## src/rtl/fetch_pkg.sv

```systemverilog
// Shared types and constants for the instruction-fetch stage.
package fetch_pkg;

    typedef enum logic [1:0] {
        IDLE  = 2'd0,
        WAIT  = 2'd1,
        HOLD  = 2'd2,
        DRAIN = 2'd3
    } fetch_state_t;

    localparam logic [31:0] NOP_INSTR   = 32'h0000_0013;
    localparam logic [31:0] INSTR_BYTES = 32'd4;

    // Instruction addresses are word aligned; drop the byte-offset bits.
    function automatic logic [31:0] word_align(input logic [31:0] addr);
        return {addr[31:2], 2'b00};
    endfunction

endpackage

```

## src/rtl/fetch_unit.sv

```systemverilog
// Instruction-fetch stage: keeps the PC, issues one word request at a time
// to a variable-latency imem and hands each word to decode on a valid/ready
// handshake. Redirects discard any response still in flight.
// Optional feature macro: FETCH_PERF_EN adds the perf_wait_cycles port
// (WAIT/DRAIN cycle counter) and the stray-response assertion.
module fetch_unit #(
    parameter logic [31:0] RESET_PC  = 32'h0000_0000,
    parameter logic [31:0] NOP_INSTR = fetch_pkg::NOP_INSTR
) (
    input  logic        clock,
    input  logic        reset,
    output logic        mem_req,
    output logic [31:0] mem_addr,
    input  logic        mem_valid,
    input  logic [31:0] mem_data,
    input  logic        redirect_valid,
    input  logic [31:0] redirect_pc,
    input  logic        id_ready,
    output logic        if_valid,
    output logic [31:0] if_pc,
    output logic [31:0] if_instr
`ifdef FETCH_PERF_EN
    ,
    output logic [31:0] perf_wait_cycles
`endif
);

    import fetch_pkg::*;

    fetch_state_t state_r;
    fetch_state_t state_nxt_s;
    logic [31:0]  pc_r;
    logic [31:0]  pc_nxt_s;
    logic [31:0]  instr_r;
    logic [31:0]  instr_nxt_s;
    logic [31:0]  pc_hold_r;
    logic [31:0]  pc_hold_nxt_s;
    logic [31:0]  redirect_tgt_s;

    assign redirect_tgt_s = word_align(redirect_pc);

    // Next-state and datapath decisions for the fetch sequence.
    always_comb begin
        state_nxt_s   = state_r;
        pc_nxt_s      = pc_r;
        instr_nxt_s   = instr_r;
        pc_hold_nxt_s = pc_hold_r;
        case (state_r)
            IDLE: begin
                // The request goes out this cycle; a redirect makes it stale.
                if (redirect_valid) begin
                    pc_nxt_s    = redirect_tgt_s;
                    state_nxt_s = DRAIN;
                end else begin
                    state_nxt_s = WAIT;
                end
            end
            WAIT: begin
                if (redirect_valid) begin
                    pc_nxt_s = redirect_tgt_s;
                    if (mem_valid) begin
                        state_nxt_s = IDLE;
                    end else begin
                        state_nxt_s = DRAIN;
                    end
                end else if (mem_valid) begin
                    instr_nxt_s   = mem_data;
                    pc_hold_nxt_s = pc_r;
                    state_nxt_s   = HOLD;
                end else begin
                    state_nxt_s = WAIT;
                end
            end
            HOLD: begin
                if (redirect_valid) begin
                    pc_nxt_s    = redirect_tgt_s;
                    state_nxt_s = IDLE;
                end else if (id_ready) begin
                    pc_nxt_s    = pc_r + INSTR_BYTES;
                    state_nxt_s = IDLE;
                end else begin
                    state_nxt_s = HOLD;
                end
            end
            DRAIN: begin
                // Stale response is swallowed; later redirects only retarget.
                if (redirect_valid) begin
                    pc_nxt_s = redirect_tgt_s;
                end else begin
                    pc_nxt_s = pc_r;
                end
                if (mem_valid) begin
                    state_nxt_s = IDLE;
                end else begin
                    state_nxt_s = DRAIN;
                end
            end
            default: begin
                state_nxt_s = IDLE;
            end
        endcase
    end

    // State and datapath registers with synchronous reset.
    always_ff @(posedge clock) begin
        if (reset) begin
            state_r   <= IDLE;
            pc_r      <= RESET_PC;
            instr_r   <= NOP_INSTR;
            pc_hold_r <= RESET_PC;
        end else begin
            state_r   <= state_nxt_s;
            pc_r      <= pc_nxt_s;
            instr_r   <= instr_nxt_s;
            pc_hold_r <= pc_hold_nxt_s;
        end
    end

    // Outputs come from registered state; reset only masks the request strobe
    // so imem sees nothing while it is itself being reset.
    assign mem_req  = (state_r == IDLE) && !reset;
    assign mem_addr = pc_r;
    assign if_valid = (state_r == HOLD);
    assign if_pc    = (state_r == HOLD) ? pc_hold_r : pc_r;
    assign if_instr = (state_r == HOLD) ? instr_r : NOP_INSTR;

`ifdef FETCH_PERF_EN
    logic [31:0] perf_cnt_r;

    // Saturating count of cycles spent waiting on imem (WAIT or DRAIN).
    always_ff @(posedge clock) begin
        if (reset) begin
            perf_cnt_r <= 32'd0;
        end else if (((state_r == WAIT) || (state_r == DRAIN)) &&
                     (perf_cnt_r != 32'hFFFF_FFFF)) begin
            perf_cnt_r <= perf_cnt_r + 32'd1;
        end else begin
            perf_cnt_r <= perf_cnt_r;
        end
    end

    assign perf_wait_cycles = perf_cnt_r;

    a_no_stray_response: assert property (@(posedge clock) disable iff (reset)
        !(mem_valid && ((state_r == IDLE) || (state_r == HOLD))));
`endif

endmodule
```

## config.mk

```make
export PLATFORM = sky130hd
export DESIGN_NAME = fetch_unit
export DESIGN_NICKNAME = d
export VERILOG_FILES = /design/src/rtl/fetch_pkg.sv /design/src/rtl/fetch_unit.sv
export SDC_FILE = /design/constraint.sdc
export NUM_CORES = 1
export LEC_CHECK = 0
export ABC_AREA = 1
export BUFFER_PORTS_ARGS = -buffer_cell sky130_fd_sc_hd__clkbuf_2
export CAP_MARGIN = 10
export CELL_PAD_IN_SITES_DETAIL_PLACEMENT = 1
export CELL_PAD_IN_SITES_GLOBAL_PLACEMENT = 2
export CORE_UTILIZATION = 26
export CTS_BUF_LIST = sky130_fd_sc_hd__clkbuf_16
export CTS_CLUSTER_DIAMETER = 60
export DETAILED_ROUTE_END_ITERATION = 6
export PLACE_DENSITY = 0.8
export REMOVE_ABC_BUFFERS = 1
export SKIP_LAST_GASP = 1
export SYNTH_ARGS = -nofsm -noshare
export SYNTH_HDL_FRONTEND = slang
export SYNTH_SLANG_ARGS = --single-unit
```

## constraint.sdc

```tcl
create_clock -name clock -period 1.9 [get_ports clock]
set_input_delay 0.285 -clock clock [delete_from_list [all_inputs] [get_ports clock]]
set_output_delay 0.285 -clock clock [all_outputs]
set_load 0.1 [all_outputs]
```

* Yosys cells after proc, flatten, opt, wreduce, memory -nomap -nowiden
Cells that the tools add are included.
** Word-level totals
- Word-level logic and storage cells :: 30
- Flip-flop bits (word level) :: 98
- Output and inout port bits :: 98
- Input port bits :: 69
** Cells by class
- Multiplexer cells :: 13
- $add $sub $neg :: 1
- Bitwise logic cells :: 1
- Eq/ne operators :: 5
- Reduce and logical (&&, ||, !) cells :: 6
** Operator list (count)
- $mux W32 :: 5
- $pmux W32 S2 :: 1
- $add A32 B3 Y32 const B :: 1
- $mux W2 :: 6
- $pmux W2 S4 :: 1
- $eq A2 B2 Y1 const B :: 2
- $ne A3 B3 Y1 const B :: 1
- $reduce_and A3 Y1 :: 1
- $reduce_or A3 Y1 :: 1
- $eq A2 B1 Y1 const B :: 1
- $logic_not A2 Y1 :: 1
- $ne A2 B1 Y1 const B :: 1
- $reduce_and A2 Y1 :: 1
- $logic_and A1 B1 Y1 :: 1
- $logic_not A1 Y1 :: 1
- $not A1 Y1 :: 1

* Depth between registers and ports, before layout
Gate-level depths: netlist (run 1).
- Depth in word-level cells :: 4
- Depth in mapped cells :: 10
- Mapped depth without buffers :: 10

* Worst setup path after synthesis (run 1)
No wires, ideal clock.
- Path type :: register -> output
- From :: register state_r[0]
- To :: output if_pc[10]
- Path slack :: -1.336 ns
- Arrival :: 2.951 ns
- Cell stages (with the launch flop) :: 6
- Path through :: dfxtp_1 -> inv_2 -> nand2_4 -> clkbuf_1 -> clkbuf_1 -> o21ai_0
** Between the ends
- Cells in the longest elaborated chain, start to end :: 2
** RTL lines
- from (decl) :: line fetch_unit.sv:30 : fetch_state_t state_r;
- from (signal assigned) :: line fetch_unit.sv:112 : state_r <= state_nxt_s;
- $eq A2 B2 Y1 :: line fetch_unit.sv:124 : assign if_pc = (state_r == HOLD) ? pc_hold_r : pc_r;
- $mux W32 :: line fetch_unit.sv:124
- to (decl) :: line fetch_unit.sv:20 : output logic [31:0] if_pc,
Every way passes these cells.

* Worst setup path after layout (run 1)
- From :: register state_r[0]
- To :: output if_instr[0]
** Between the ends
- Cells in the longest elaborated chain, start to end :: 2
** RTL lines
- $eq A2 B2 Y1 :: line fetch_unit.sv:125 : assign if_instr = (state_r == HOLD) ? instr_r : NOP_INSTR;
- $mux W32 :: line fetch_unit.sv:125
- to (decl) :: line fetch_unit.sv:21 : output logic [31:0] if_instr
Every way passes these cells.

==> results.sh, run 1 <==
export IMPL_outcome="finished clean"
export IMPL_combPwrFrac_pct=35.2
export IMPL_period_share_pct=99.7
export IMPL_p_int_mw=3.75
export IMPL_max_vdd_ir_drop_uv=419
export IMPL_worst_ep_arrival_time_ps=1610
export IMPL_crit_required_ps=1620
export IMPL_setup_violations=0
export IMPL_reg2reg_setup_slack_ps=170
export IMPL_layout_common_cells="nand2_1, nor2_1, clkbuf_2"
export IMPL_die_area_um2=19800
export IMPL_cts_root_buffer="clkbuf_16"
export IMPL_synthTopCellsByArea="dfxtp_1, o21ai_0, nand2_1"
export IMPL_cts_clk_slew_worst_paths_ps=70
export IMPL_final_common_cell="nand2_1"
export IMPL_yosysSeqAreaShare_pct=37.5
export IMPL_ctsHoldBuffers=0
export IMPL_htreeDepth=3
export IMPL_synth_cell_type_count=37
export IMPL_worst_hold_path_endpoint="instr_r[1]"
export IMPL_drt_pre_antenna_iters=4
export IMPL_rows=50
export IMPL_yosys_area_top_type_share_pct=37.5
export IMPL_start_util_pct=26.6
export IMPL_cp_common_cell="buf_12"
export IMPL_crit_fanout=21
export IMPL_r2r_start="state_r[0]"
export IMPL_timing_hold_worst_class="input pin to flip-flop"
export IMPL_grt_overflow=0
export IMPL_rsz0062_at_grt="yes"
export IMPL_yosys_warnings=0
export IMPL_routed_wl_mm=18.0
export IMPL_cts_sinks=94
export IMPL_rr_worst_depth=9
export IMPL_core_area_um2=18800
export IMPL_critical_path_class="flip-flop to output pin"
export IMPL_postSynthAreaPerCell_um2=6.54
export IMPL_synth_top_area_cell="dfxtp_1"
export IMPL_fmax_mhz=528
export IMPL_grt_use_total_pct=18.4
export IMPL_clockPowerShare_pct=29.7
export IMPL_first_global_vias=5355
export IMPL_drive_above_1_share_pct=28.2
export IMPL_leakagePower_nw=3.02
export IMPL_async_flop_share_pct=0
export IMPL_p_seq_share_pct=35.2
export IMPL_synth_edf_count=0
export IMPL_ant_nets=0
export IMPL_cp_start_kind="flip-flop"
export IMPL_fillCellCount=2328
export IMPL_place_inst=1164
export IMPL_post_dp_hpwl_mm=12.8
export IMPL_crit_slowest_cell="dfxtp_1"
export IMPL_drt_initial_drc_count=171
export IMPL_antenna_cells=0
export IMPL_syn2layout_area_growth_pct=51.8
export IMPL_setup_ws_ps=5.81
export IMPL_antenna_found_initial=0
export IMPL_die_x_um=141
export IMPL_fin_crit_ps=1890
export IMPL_p_per_area_nw_per_um2=825
export IMPL_netlist_instances=766
export IMPL_worstMarginPinSlew_ps=565
export IMPL_maxSlewHeadroom_pct=62.5
export IMPL_drc=0
export IMPL_crit_family="buffers and inverters"
export IMPL_gp_congestion=0.792
export IMPL_io_pins=167
export IMPL_power_mw=6.28
export IMPL_vias=5420
export IMPL_fin_skew_ps=8.66
export IMPL_whs_ps=144
export IMPL_place_ws_ps=210
export IMPL_portBuffers=160
export IMPL_grt_max_degree=71
export IMPL_synth_flop_cell="dfxtp_1"
export IMPL_critPathBufInv=3
export IMPL_drv_slew=0
export IMPL_post_drt_wl_per_cell_um=15.2
export IMPL_cpPeakStageDelay_ps=320
export IMPL_grt_first_pass_wirelength_mm=28.8
export IMPL_switching_share_pct=40.2
export IMPL_routed_via_density=4.58
export IMPL_finalHoldViolCount=0
export IMPL_p_switching_mw=2.52
export IMPL_hold_depth=3
export IMPL_setup_tns_final_ps=0
export IMPL_drv_cap=0
export IMPL_crit_chain="inv_2, nand2_8, buf_12, or2_2, buf_12"
export IMPL_syn_area_um2=5010
export IMPL_hp_start="mem_data[1]"
export IMPL_die_h_um=141
export IMPL_tritoncts="built"
export IMPL_synth_seq_cells=94
export IMPL_cp_end_kind="output pin"
export IMPL_reg2reg_to="mem_addr[12]"
export IMPL_numCtsBuffers=9
export IMPL_clk_insertion_delay_late_ps=350
export IMPL_stdcell_count=1184
export IMPL_clk_path_buf_depth=2
export IMPL_nNetsFinal=992
## worst min-delay path, cell delays in order
cell and delay, ps:
clkbuf_2 80, nand2_1 50, nand3_1 50
## what timing repair did
item                       4_1_cts  5_1_grt
setup buffers                    2        0
pin swaps                        1        0
gates resized for setup         50       12
gates cloned                     1        1
setup endpoints to repair       31       25
## flip-flops by register name, summed over array words and instances (netlist names)
| signal | count |
|---|---|
| instr_r | 32 |
| pc_hold_r | 30 |
| state_r | 2 |
| mem_addr | 30 |
## area by class of cell
class | count | area, µm² | share of cell area [%]
Sequential cell | 94 | 1880 | 24.7
Timing Repair Buffer | 189 | 2100 | 27.6
Clock buffer | 9 | 225 | 2.96
Multi-Input combinational cell | 529 | 2650 | 34.8
Tap cell | 260 | 325 | 4.27
Inverter | 96 | 360 | 4.74
Clock inverter | 7 | 67.6 | 0.888
## per-layer routing
metal	part of all wire [%]	vias to the layer above	GRT usage [%]
met5	0	-	0
met4	1.1	0	5.38
met3	4.2	13	2.92
met2	46	125	30.8
met1	49	2520	24.4
li1	-	2762	-
## worst max-delay path by stage
stage | end | startpoint | depth (start not counted) | slack (ps)
floorplan | instr_r[10] | redirect_valid | 5 | -1740
global placement | if_pc[21] | state_r[1] | 4 | 240
detailed placement | if_pc[9] | state_r[1] | 4 | 210
CTS | if_pc[9] | state_r[0] | 6 | 7
global route | if_instr[0] | state_r[0] | 5 | -50
finish | if_instr[0] | state_r[0] | 5 | 6
## per-stage QoR
stage                     area, µm²  util [%]
after floorplan                4780         -
after global placement         7130      37.8
after detailed placement       7130      37.8
after CTS                      7550      40.1
after global routing           7610      40.4
final                          7610      40.4
## power by group through the flow
stage          combinational (mW)  sequential, mW  clock (mW)
3_5_place_dp                 2.12            2.25           0
5_1_grt                      2.33            2.23        2.00
4_1_cts                      2.20            2.21        1.93
3_3_place_gp                 2.10            2.25           0
6_report                     2.21            2.21        1.86
2_1_floorplan                1.04            2.58           0
## synth_stat cells (6+ instances only)
| library cell | instances |
|---|---|
| nor2_4 | 6 |
| nand2_1 | 124 |
| nor3_1 | 14 |
| clkbuf_1 | 15 |
| a21oi_1 | 81 |
| o211ai_1 | 7 |
| nand2_2 | 7 |
| inv_1 | 93 |
| nand3_1 | 35 |
| o21ai_0 | 104 |
| nor2_1 | 111 |
| dfxtp_1 | 94 |
| buf_2 | 26 |
## kinds of logic (layout without fill, tap and decap cells)
logic type / after synthesis / count (layout) / share of synthesized area [%]
simple gates: 316 / 316 / 27.7
compound gates: 205 / 205 / 21.5
buf+inv: 146 / 301 / 12.1
flops: 94 / 94 / 37.5
fa+ha+maj: 4 / 4 / 0.999
other cells: 1 / 4 / 0.0748
Power figures use the tool's default switching activity.
==> inputs of run 2 (changes only) <==
- CORE_UTILIZATION: 26 -> 24
- PLACE_DENSITY: 0.8 -> 0.77
- clock period: 1.9 -> 1.6 ns (I/O delays scaled with it)
==> run 2 against run 1 <==
  * The run now ends with negative setup slack left
  * Clock skew fell by 3.7 ps
  * Wire length grew 14%
  * Design area grew 17%
  * Highest routed layer unchanged
==> results.sh, run 2 (synthesized netlist as in run 1, its figures left out) <==
export IMPL_ctsHoldBuffers=0
export IMPL_rsz0062_at_grt="yes"
export IMPL_violations="negative setup slack"
export IMPL_place_inst=1208
export IMPL_p_int_mw=4.65
export IMPL_power_mw=7.91
export IMPL_grt_max_degree=57
export IMPL_core_area_um2=20400
export IMPL_tritoncts="built"
export IMPL_drc=0
export IMPL_clk_insertion_delay_late_ps=350
export IMPL_timing_hold_worst_class="input pin to flip-flop"
export IMPL_fmax_mhz=549
export IMPL_grt_use_total_pct=18.6
export IMPL_cts_clk_slew_worst_paths_ps=70
export IMPL_drive_above_1_share_pct=39.0
export IMPL_drv_slew=0
export IMPL_switching_share_pct=41.2
export IMPL_finalHoldViolCount=0
export IMPL_rr_worst_depth=11
export IMPL_leakagePower_nw=3.51
export IMPL_antenna_found_initial=0
export IMPL_combPwrFrac_pct=40.6
export IMPL_outcome="complete, but fails checks"
export IMPL_die_h_um=147
export IMPL_crit_family="buffers and inverters"
export IMPL_die_area_um2=21500
export IMPL_crit_required_ps=1360
export IMPL_fin_crit_ps=1820
export IMPL_post_dp_hpwl_mm=13.8
export IMPL_p_switching_mw=3.26
export IMPL_grt_first_pass_wirelength_mm=31.4
export IMPL_first_global_vias=5937
export IMPL_drt_pre_antenna_iters=4
export IMPL_ant_nets=0
export IMPL_period_share_pct=114
export IMPL_cts_sinks=94
export IMPL_numCtsBuffers=9
export IMPL_layout_common_cells="nand2_1, inv_1, buf_4"
export IMPL_crit_fanout=9
export IMPL_cts_root_buffer="clkbuf_16"
export IMPL_rows=52
export IMPL_routed_via_density=4.65
export IMPL_critical_path_class="flip-flop to output pin"
export IMPL_cpPeakStageDelay_ps=340
export IMPL_max_vdd_ir_drop_uv=480
export IMPL_grt_overflow=0
export IMPL_nNetsFinal=1050
export IMPL_stdcell_count=1252
export IMPL_p_per_area_nw_per_um2=890
export IMPL_drt_initial_drc_count=223
export IMPL_routed_wl_mm=20.5
export IMPL_setup_violations=79
export IMPL_largest_reg_flops=32
export IMPL_clockPowerShare_pct=26.6
export IMPL_worst_ep_arrival_time_ps=1580
export IMPL_crit_cells=6
export IMPL_fin_skew_ps=4.97
export IMPL_critPathBufInv=4
export IMPL_vias=5823
export IMPL_crit_chain="inv_4, nand2_8, buf_4, clkbuf_16, o21ai_4, buf_12"
export IMPL_final_common_cell="nand2_1"
export IMPL_gp_congestion=0.806
export IMPL_drv_cap=0
export IMPL_post_drt_wl_per_cell_um=16.4
export IMPL_start_util_pct=24.6
export IMPL_io_pins=167
export IMPL_cp_start_kind="flip-flop"
export IMPL_setup_ws_ps=-220
export IMPL_clk_path_buf_depth=2
export IMPL_p_seq_share_pct=32.8
export IMPL_portBuffers=160
export IMPL_crit_slowest_cell="dfxtp_2"
export IMPL_htreeDepth=3
export IMPL_cp_end_kind="output pin"
export IMPL_hold_depth=3
export IMPL_die_x_um=147
export IMPL_regMostFlops="instr_r"
export IMPL_antenna_cells=0
export IMPL_syn2layout_area_growth_pct=77.3
run 2: changes by cell type in the layout (fill, tap and decap cells not counted), moves of 9 or more:
cell,delta
nor2_2,-9
clkbuf_2,-30
nor2_4,+25
nand2_1,-9
o21ai_4,+17
o21ai_1,-16
nor2_1,-16
buf_4,+69
run 2: worst reg2reg max path: stages, from the launching register on:
cell and delay, ps:
dfxtp_2 350, inv_4 50, nand2_8 130, buf_12 150, buf_12 110, nor2_8 40
nor2_4 200, buf_4 240, nor2_1 60, nand2_1 60, o211ai_1 80, nor2_1 160
run 2: layer usage:
metal	track usage, %	up-vias	routed length [µm]
met5	0	-	0
met1	23.6	2783	9300
li1	-	2881	-
met2	31.9	143	10000
met3	4.31	16	952
met4	3.59	0	244
run 2: worst paths after layout:
kind / start / endpoint / slack (ps)
worst min-delay path: mem_data[4] / instr_r[4] / 90
worst max-delay path: state_r[0] / if_pc[9] / -220
worst min register to register: instr_r[27] / instr_r[27] / 460
worst max register to register: state_r[0] / mem_addr[12] / -100
run 2: layout make-up:
class / count / area (µm²)
Fill cell: 2411 / 11500
Multi-Input combinational cell: 529 / 3140
Timing Repair Buffer: 247 / 2850
Sequential cell: 94 / 1900
Inverter: 96 / 378
Tap cell: 270 / 338
Clock buffer: 9 / 225
Clock inverter: 7 / 53.8
run 2: what timing repair did:
| action | 4_1_cts | 5_1_grt |
|---|---|---|
| hold endpoints to repair | 0 | 0 |
| setup endpoints to repair | 65 | 89 |
| gates resized for setup | 133 | 75 |
| cloned | 4 | 5 |
| pin swaps | 5 | 9 |
| setup buffers | 7 | 14 |
run 2: through the flow:
| stage | instance area, µm² | hold WS, ps | util [%] | setup TNS [ps] | worst slack [ps] |
|---|---|---|---|---|---|
| 2_1_floorplan | 4780 | 302 | - | -211360 | -2000 |
| 3_3_place_gp | 7510 | 432 | 36.9 | 0 | 38.7 |
| 3_5_place_dp | 7510 | 439 | 36.9 | -4.04 | -4.04 |
| 4_1_cts | 8360 | 72.8 | 41.0 | -8750 | -214 |
| 5_1_grt | 8890 | 81.4 | 43.6 | -14470 | -278 |
| 6_report | 8890 | 87.4 | 43.6 | -8970 | -220 |
run 2: power groups by stage:
stage,clock network [mW],registers [mW],logic [mW]
floorplan,0,3.07,1.23
CTS,2.20,2.59,3.01
finish,2.10,2.59,3.21
detailed placement,0,2.64,2.70
global route,2.28,2.61,3.37
global placement,0,2.63,2.67
